`config.mk`:
```
export PLATFORM = sky130hd
export DESIGN_NAME = monitor_uart_tx
export DESIGN_NICKNAME = d
export VERILOG_FILES = /design/src/rtl/monitor_uart_tx.sv
export SDC_FILE = /design/constraint.sdc
export NUM_CORES = 1
export LEC_CHECK = 0
export CAP_MARGIN = 5
export CORE_MARGIN = 3
export CORE_UTILIZATION = 58
export DETAILED_ROUTE_END_ITERATION = 10
export PLACE_DENSITY = 0.79
export SLEW_MARGIN = 20
export SYNTH_ARGS = -nofsm -noshare
export SYNTH_HDL_FRONTEND = slang
export SYNTH_SLANG_ARGS = --single-unit
```
`constraint.sdc`:
```
create_clock -name clk -period 3.2 [get_ports clk]
set_input_delay 0.64 -clock clk [delete_from_list [all_inputs] [get_ports clk]]
set_output_delay 0.64 -clock clk [all_outputs]
set_load 0.02 [all_outputs]
```
`src/rtl/monitor_uart_tx.sv`:
```
`timescale 1ns / 1ps
// monitor_uart_tx
//   Queues 8-bit monitoring samples in a small FIFO and sends each one as a
//   UART 8N1 frame (start, 8 data bits LSB first, stop) on a single pin.
//
// Ports:
//   clk           system clock
//   rst_n         asynchronous active-low reset
//   sample_in     sample captured when sample_strobe is high
//   sample_strobe one-cycle capture pulse
//   tx            serial line, idle high (registered)
//   busy          high while a frame is in progress (registered)
//   fifo_level    number of queued samples (registered)
//   overflow_cnt  dropped-sample count, saturating at 255 (registered)
module monitor_uart_tx #(
    parameter int unsigned CLKS_PER_BIT = 104,
    parameter int unsigned FIFO_DEPTH   = 4
) (
    input  logic                          clk,
    input  logic                          rst_n,
    input  logic [7:0]                    sample_in,
    input  logic                          sample_strobe,
    output logic                          tx,
    output logic                          busy,
    output logic [$clog2(FIFO_DEPTH):0]   fifo_level,
    output logic [7:0]                    overflow_cnt
);

    localparam int unsigned PtrW = $clog2(FIFO_DEPTH);
    localparam int unsigned LvlW = PtrW + 1;
    localparam int unsigned CntW = $clog2(CLKS_PER_BIT);

    localparam logic [CntW-1:0] BaudLast = CntW'(CLKS_PER_BIT - 1);
    localparam logic [LvlW-1:0] LvlFull  = LvlW'(FIFO_DEPTH);

    typedef enum logic [1:0] {
        StIdle,
        StStart,
        StData,
        StStop
    } state_e;

    // FIFO storage and bookkeeping
    logic [7:0]      mem_q [FIFO_DEPTH];
    logic [PtrW-1:0] wr_ptr_q, wr_ptr_d;
    logic [PtrW-1:0] rd_ptr_q, rd_ptr_d;
    logic [LvlW-1:0] level_q, level_d;
    logic [7:0]      ovf_q, ovf_d;

    // Transmitter
    state_e          state_q, state_d;
    logic [CntW-1:0] baud_q, baud_d;
    logic [2:0]      bit_q, bit_d;
    logic [7:0]      shift_q, shift_d;
    logic            tx_q, tx_d;
    logic            busy_q, busy_d;

    logic fifo_full;
    logic fifo_empty;
    logic pop;
    logic push;
    logic drop;
    logic baud_done;

    // FIFO control: a pop only happens from IDLE, and a pop on the same edge
    // frees a slot so a strobe into a full FIFO is still accepted.
    always_comb begin
        fifo_full  = (level_q == LvlFull);
        fifo_empty = (level_q == '0);
        pop        = (state_q == StIdle) && !fifo_empty;
        push       = sample_strobe && (!fifo_full || pop);
        drop       = sample_strobe && fifo_full && !pop;

        wr_ptr_d = push ? wr_ptr_q + PtrW'(1) : wr_ptr_q;
        rd_ptr_d = pop  ? rd_ptr_q + PtrW'(1) : rd_ptr_q;

        level_d = level_q;
        if (push && !pop) begin
            level_d = level_q + LvlW'(1);
        end else if (pop && !push) begin
            level_d = level_q - LvlW'(1);
        end

        ovf_d = ovf_q;
        if (drop && (ovf_q != 8'hFF)) begin
            ovf_d = ovf_q + 8'd1;
        end
    end

    // Frame sequencer
    always_comb begin
        state_d   = state_q;
        baud_d    = baud_q;
        bit_d     = bit_q;
        shift_d   = shift_q;
        baud_done = (baud_q == BaudLast);

        unique case (state_q)
            StIdle: begin
                if (pop) begin
                    shift_d = mem_q[rd_ptr_q];
                    baud_d  = '0;
                    state_d = StStart;
                end
            end
            StStart: begin
                if (baud_done) begin
                    baud_d  = '0;
                    bit_d   = 3'd0;
                    state_d = StData;
                end else begin
                    baud_d = baud_q + CntW'(1);
                end
            end
            StData: begin
                if (baud_done) begin
                    baud_d  = '0;
                    shift_d = {1'b0, shift_q[7:1]};
                    bit_d   = bit_q + 3'd1;
                    if (bit_q == 3'd7) begin
                        state_d = StStop;
                    end
                end else begin
                    baud_d = baud_q + CntW'(1);
                end
            end
            StStop: begin
                if (baud_done) begin
                    baud_d  = '0;
                    state_d = StIdle;
                end else begin
                    baud_d = baud_q + CntW'(1);
                end
            end
            default: begin
                state_d = StIdle;
            end
        endcase

        // Outputs are registered from the next state so tx lines up with it.
        unique case (state_d)
            StStart: tx_d = 1'b0;
            StData:  tx_d = shift_d[0];
            default: tx_d = 1'b1;
        endcase
        busy_d = (state_d != StIdle);
    end

    // Storage is not reset: clearing the pointers is enough to discard it.
    always_ff @(posedge clk) begin
        if (push) begin
            mem_q[wr_ptr_q] <= sample_in;
        end
    end

    always_ff @(posedge clk or negedge rst_n) begin
        if (!rst_n) begin
            wr_ptr_q <= '0;
            rd_ptr_q <= '0;
            level_q  <= '0;
            ovf_q    <= '0;
            state_q  <= StIdle;
            baud_q   <= '0;
            bit_q    <= '0;
            shift_q  <= '0;
            tx_q     <= 1'b1;
            busy_q   <= 1'b0;
        end else begin
            wr_ptr_q <= wr_ptr_d;
            rd_ptr_q <= rd_ptr_d;
            level_q  <= level_d;
            ovf_q    <= ovf_d;
            state_q  <= state_d;
            baud_q   <= baud_d;
            bit_q    <= bit_d;
            shift_q  <= shift_d;
            tx_q     <= tx_d;
            busy_q   <= busy_d;
        end
    end

    assign tx           = tx_q;
    assign busy         = busy_q;
    assign fifo_level   = level_q;
    assign overflow_cnt = ovf_q;

endmodule

```
==> impl_metrics.csv, run 1 <==
group,metric,value,unit
clock_network,cts_resized,0,
clock_network,numCtsBuffers,9,
sta,fmax,0.405,GHz
critical_path,critical_path_class,"register to register",
synthesis,yosys_warnings,0,
clock_network,clk_latency,340,ps
sta,period_share,77.2,%
cells_and_area,fin_nets,285,
synthesis,yosysTopAreaCellShare,29.9,%
run_status,status,"finished clean",
drt,num_vias,1910,
cells_and_area,area_growth,14.2,%
critical_path,r2r_start,"state_q[1]",
synthesis,seq_area_frac_synth,58.8,%
power_and_ir_drop,ir_worst_vdd,0.000593,V
floorplan,io_pins,24,
power_and_ir_drop,power_leakage,1.46,nW
cells_and_area,layout-drive-gt1-share,17.7,%
critical_path,start_kind,"register",
drt,via_per_inst,5.70,
critical_path,ff2ff_path_depth,10,
sta,setup-violations-final,0,
clock_network,cts_hold_buf,0,
sta,finClkSkew,5.83,ps
synthesis,synth_area_per_cell,13.7,um2
sta,relSlewSlack,29.5,%
placement,place_area,3490,um2
sta,rsz0062_at_grt,"false",
clock_network,clock-sinks,69,
clock_network,h-tree-depth,3,
global_route,grt_util_all_layers,19.3,%
synthesis,synth_common_cells,"dfrtp_1 (36), edfxtp_1 (32), nand2_1 (21)",
min_path,min_path_type,"primary input to asynchronous set/reset pin",
synthesis,ys_types,47,
critical_path,rr_endpoint,"fifo_level[2]",
cells_and_area,multiInputGateArea,1240,um2
drt,wl_per_cell,16.1,um
floorplan,die_y,80.4,um
synthesis,synthArstFlopShare,53.6,%
power_and_ir_drop,pwr_density_cell,812,nW/um2
clock_network,cts_tree,"yes",
synthesis,ys_seq_elements,69,
synthesis,yosys.cell_count.top_type,"dfrtp_1",
drt,first_pass_iters,4,
floorplan,die_w,80.4,um
global_route,grt_pass1_wl,9.32,mm
sta,hold_viol,0,
synthesis,synthCells,235,
floorplan,initial_core_util,61.3,%
global_route,grt_pass1_vias,1972,
synthesis,ys.flop_type,"dfrtp_1",
sta,fin_tns_setup,0,ps
drt,drt_iter0_markers,86,
clock_network,postCtsSetupRepairBufs,0,
sta,worst_slew_pin_slew,1040,ps
floorplan,dieArea,6470,um2
critical_path,worst_ep_arrival_time,2730,ps
synthesis,synth_top_cells_by_area,"edfxtp_1 (30%), dfrtp_1 (28%), mux4_2 (5.6%)",
drt,ant_nets,0,
placement,hpwlAfterDp,3.86,mm
clock_network,cts-root-buf,"clkbuf_8",
drt,drc,0,
global_route,grt_overflow,0,
sta,final_max_slew_viol_count,0,
floorplan,rows,26,
synthesis,yosys.area.top_type,"edfxtp_1",
global_route,antenna_found_initial,0,
cells_and_area,fin_area,3670,um2
critical_path,worstPathMaxFanout,8,
floorplan,core_area,5240,um2
sta,period_minus_slack,2470,ps
critical_path,worstSetupEndpointType,"register",
clock_network,path_clk_slew,80,ps
synthesis,synth_nets,260,
synthesis,synth_edf_count,32,
cells_and_area,antenna_cells,0,
critical_path,reg2reg_slack,730,ps
placement,port-buffer-count,23,
critical_path,cp.required,3460,ps
global_route,grt_max_degree,38,
synthesis,netlist_area,3210,um2
run,cap_viol_max_count,0,
cells_and_area,fillers,400,
drt,totalWireLength,5.41,mm
placement,gp_congestion,0.729,
clock_network,clockBufferDepth,2,
cells_and_area,final-seq-area,1890,um2
## through the flow
stage / hold slack (ps) / utilization, % / cells / setup slack [ps] / power, mW
2_1_floorplan: 344 / - / 235 / 823 / 2.07
3_3_place_gp: 495 / 66.6 / 319 / 502 / 2.34
3_5_place_dp: 501 / 66.6 / 319 / 405 / 2.38
4_1_cts: 419 / 70.1 / 335 / 691 / 3.02
5_1_grt: 449 / 70.1 / 335 / 492 / 3.19
6_report: 396 / 70.1 / 335 / 729 / 2.98
## worst max-delay path, stage by stage (launching register included)
cell     delay (ps)
dfrtp_1         440
inv_1           100
ha_1            240
nor4b_4          70
nor2b_1         410
ha_1            270
inv_1            60
fa_1            370
xor2_1          150
nor2_1          110
xor2_1          160
## cell type report
cell class / count / area share (%)
clock inverter: 7 / 1.57
inverter: 11 / 1.13
clock buffer: 9 / 3.38
sequential: 69 / 51.4
tap: 70 / 2.39
multi-input combinational: 145 / 33.8
timing repair buffer: 24 / 6.34
## cell families after synthesis
family          Yosys count  synth area share (%)
compound gates           40                  9.00
xor+xnor                 13                  3.54
fa+ha+maj                14                  5.69
buf+inv                  21                  2.69
flops                    69                  58.8
mux                      17                  8.88
simple gates             61                  11.4
## per-layer routing
metal	up-vias	global-route usage (%)	wire length (um)
met1	961	25.2	2510
met3	7	6.05	178
li1	918	-	-
met2	24	31.1	2660
met4	0	5.57	59
met5	-	0	0
## how the worst max path moves through the flow
| stage | from | to | slack, ps |
|---|---|---|---|
| final | state_q[1] | fifo_level[2] | 730 |
| after global routing | state_q[1] | fifo_level[2] | 490 |
| after CTS | state_q[1] | fifo_level[2] | 690 |
| after detailed placement | sample_strobe | fifo_level[2] | 410 |
| after global placement | sample_strobe | fifo_level[2] | 500 |
| after floorplan | state_q[1] | fifo_level[1] | 820 |
## power by group
part,internal (mW),switching [mW],leakage (nW)
sequential,1.16,0.205,0.771
combinational,0.499,0.479,0.598
clock,0.291,0.348,0.0881
total,1.95,1.03,1.46
## flip-flops by register name (all words and copies together), names as in the netlist
register      count
fifo_level        3
wr_ptr_q          2
state_q           2
rd_ptr_q          2
busy              1
shift_q           8
overflow_cnt      8
mem_q            32
tx                1
baud_q            7
bit_q             3
## cells in the final DEF (no fill, tap or decap), types with 3 or more instances in the layout
cell | synthesis | final
a22o_1 | 9 | 9
and2_1 | 4 | 4
clkbuf_8 | 0 | 9
clkdlybuf4s50_1 | 0 | 22
dfrtp_1 | 36 | 36
edfxtp_1 | 32 | 32
ha_1 | 13 | 13
inv_1 | 11 | 11
mux2_2 | 8 | 8
mux4_2 | 8 | 8
nand2_1 | 21 | 21
nand2b_1 | 4 | 4
nand3_1 | 9 | 9
nor2_1 | 6 | 6
o21ai_0 | 12 | 12
o31ai_1 | 3 | 3
o41ai_1 | 3 | 3
xnor2_1 | 8 | 8
xor2_1 | 5 | 5
(Power assumes the default switching activity.)
==> inputs of run 2 (changes only) <==
==> constraint.sdc (replaced) <==
create_clock -name clk -period 2.4 [get_ports clk]
set_input_delay 0.48 -clock clk [delete_from_list [all_inputs] [get_ports clk]]
set_output_delay 0.48 -clock clk [all_outputs]
set_load 0.02 [all_outputs]
==> run 2 against run 1 <==
  * Worst hold slack got worse by 170 ps
  * Via count rose by 3.2%
  * Setup slack got worse by 550 ps
  * Clock skew rose by 4.2 ps
==> impl_metrics.csv, run 2 (same netlist as run 1, synthesis figures left out) <==
group,metric,value,unit
run_status,status,"finished clean",
cells_and_area,layout_common_cells,"dfrtp_1 (36), edfxtp_1 (32), clkdlybuf4s50_1 (22), nand2_1 (21), ha_1 (13)",
drt,wl_met2,2.90,mm
sta,hold_viol,0,
clock_network,path_clk_slew,80,ps
sta,rsz0062_at_grt,"false",
drt,m1WireLength,2.58,mm
clock_network,cts_hold_buf,0,
cells_and_area,antenna_cells,0,
floorplan,dieArea,6470,um2
power_and_ir_drop,switching_share,32.9,%
critical_path,worstSetupEndpointType,"register",
power_and_ir_drop,ir_worst_vdd,0.000714,V
critical_path,ff2ff_path_depth,8,
floorplan,die_w,80.4,um
cells_and_area,fin_area,3770,um2
critical_path,r2r_start,"state_q[1]",
clock_network,postCtsSetupRepairBufs,0,
placement,place_area,3560,um2
floorplan,die_y,80.4,um
power_and_ir_drop,total_power,4.27,mW
floorplan,io_pins,24,
sta,setup-violations-final,0,
critical_path,worst_ep_arrival_time,2450,ps
run,cap_viol_max_count,0,
sta,fmax,0.450,GHz
global_route,grt_overflow,0,
critical_path,worstPathMaxFanout,5,
placement,port-buffer-count,23,
cells_and_area,largest_reg_flops,32,
drt,top_layer,"met4",
floorplan,initial_core_util,61.3,%
drt,wl_per_cell,16.8,um
power_and_ir_drop,cellInternalPower,2.86,mW
sta,holdWs,226,ps
sta,worst_slew_pin_slew,823,ps
drt,drc,0,
drt,drt_iter0_markers,76,
critical_path,cp.required,2630,ps
sta,fin_tns_setup,0,ps
drt,totalWireLength,5.79,mm
power_and_ir_drop,p_sw,1.41,mW
power_and_ir_drop,pwr-share-comb,33.1,%
cells_and_area,largest-register,"mem_q",
clock_network,cts_tree,"yes",
cells_and_area,layout-drive-gt1-share,20.1,%
floorplan,rows,26,
sta,relSlewSlack,45.1,%
critical_path,start_kind,"register",
drt,ant_nets,0,
power_and_ir_drop,pwr_density_cell,1130,nW/um2
sta,setup_slack,177,ps
floorplan,core_area,5240,um2
clock_network,cts-root-buf,"clkbuf_8",
cells_and_area,fin_nets,294,
sta,finClkSkew,10.1,ps
placement,place_ws,121,ps
power_and_ir_drop,clockPowerShare,24.6,%
critical_path,startpoint,"state_q[1]",
cells_and_area,fillers,360,
drt,num_vias,1972,
clock_network,clock-sinks,69,
cells_and_area,final_cells,344,
drt,via_per_inst,5.73,
clock_network,numCtsBuffers,9,
clock_network,clk_latency,340,ps
critical_path,critical_path_class,"register to register",
drt,first_pass_iters,4,
clock_network,clockBufferDepth,2,
sta,period_share,92.6,%
global_route,grt_pass1_vias,1973,
placement,gp_congestion,0.719,
global_route,grt_util_all_layers,20.4,%
critical_path,rr_endpoint,"fifo_level[1]",
drt,wl_met3,201,um
sta,period_minus_slack,2220,ps
critical_path,reg2reg_slack,180,ps
global_route,grt_max_degree,38,
power_and_ir_drop,p_seq_share,42.3,%
cells_and_area,final_common_cell,"dfrtp_1",
power_and_ir_drop,power_leakage,1.53,nW
placement,hpwlAfterDp,3.91,mm
global_route,antenna_found_initial,0,
min_path,min_path_type,"primary input to asynchronous set/reset pin",
clock_network,cts_resized,0,
sta,final_max_slew_viol_count,0,
placement,dp.cells,328,
clock_network,h-tree-depth,3,
cells_and_area,area_growth,17.5,%
cells_and_area,utilization,72.1,%
global_route,grt_pass1_wl,9.75,mm
critical_path,crit_end,"fifo_level[1]",
run 2: cell types whose count changed in the layout (fill, tap and decap cells not counted), sizes merged:
cell      delta
bufinv       +2
clkinvlp     -2
buf          +9
run 2: area by class of cell:
type | instances | area (um2) | area share [%]
inverter | 11 | 41.3 | 1.09
tap | 70 | 87.6 | 2.32
sequential | 69 | 1890 | 50.0
clock inverter | 7 | 95.1 | 2.52
timing repair buffer | 33 | 300 | 7.95
clock buffer | 9 | 124 | 3.28
multi-input combinational | 145 | 1240 | 32.8
run 2: worst max-delay path, cell delays in order (launching register included):
cell and delay (ps):
dfrtp_1 440, inv_1 90, ha_1 240, nor4b_4 270, nor2b_1 110, ha_1 230, inv_1 70, fa_1 400
mux2_2 260
run 2: per-layer routing:
metal / GRT usage, % / vias up
met5: 0 / -
met4: 10.1 / 0
met3: 4.71 / 11
met2: 32.0 / 38
met1: 26.8 / 985
li1: - / 938
run 2: worst min-delay path by stage:
stage	to	startpoint	slack [ps]	depth (start not counted)
2_1_floorplan	baud_q[0]	rst_n	180	0
4_1_cts	baud_q[3]	rst_n	240	1
6_report	bit_q[1]	rst_n	230	1
3_3_place_gp	baud_q[1]	baud_q[1]	490	2
5_1_grt	bit_q[2]	rst_n	280	1
3_5_place_dp	baud_q[1]	baud_q[1]	500	2
run 2: power by group through the flow:
stage	combinational, mW	clock (mW)	sequential (mW)
finish	1.41	1.05	1.81
global route	1.56	1.13	1.84
CTS	1.43	1.07	1.81
detailed placement	1.42	0	1.83
global placement	1.37	0	1.81
floorplan	0.953	0	1.81
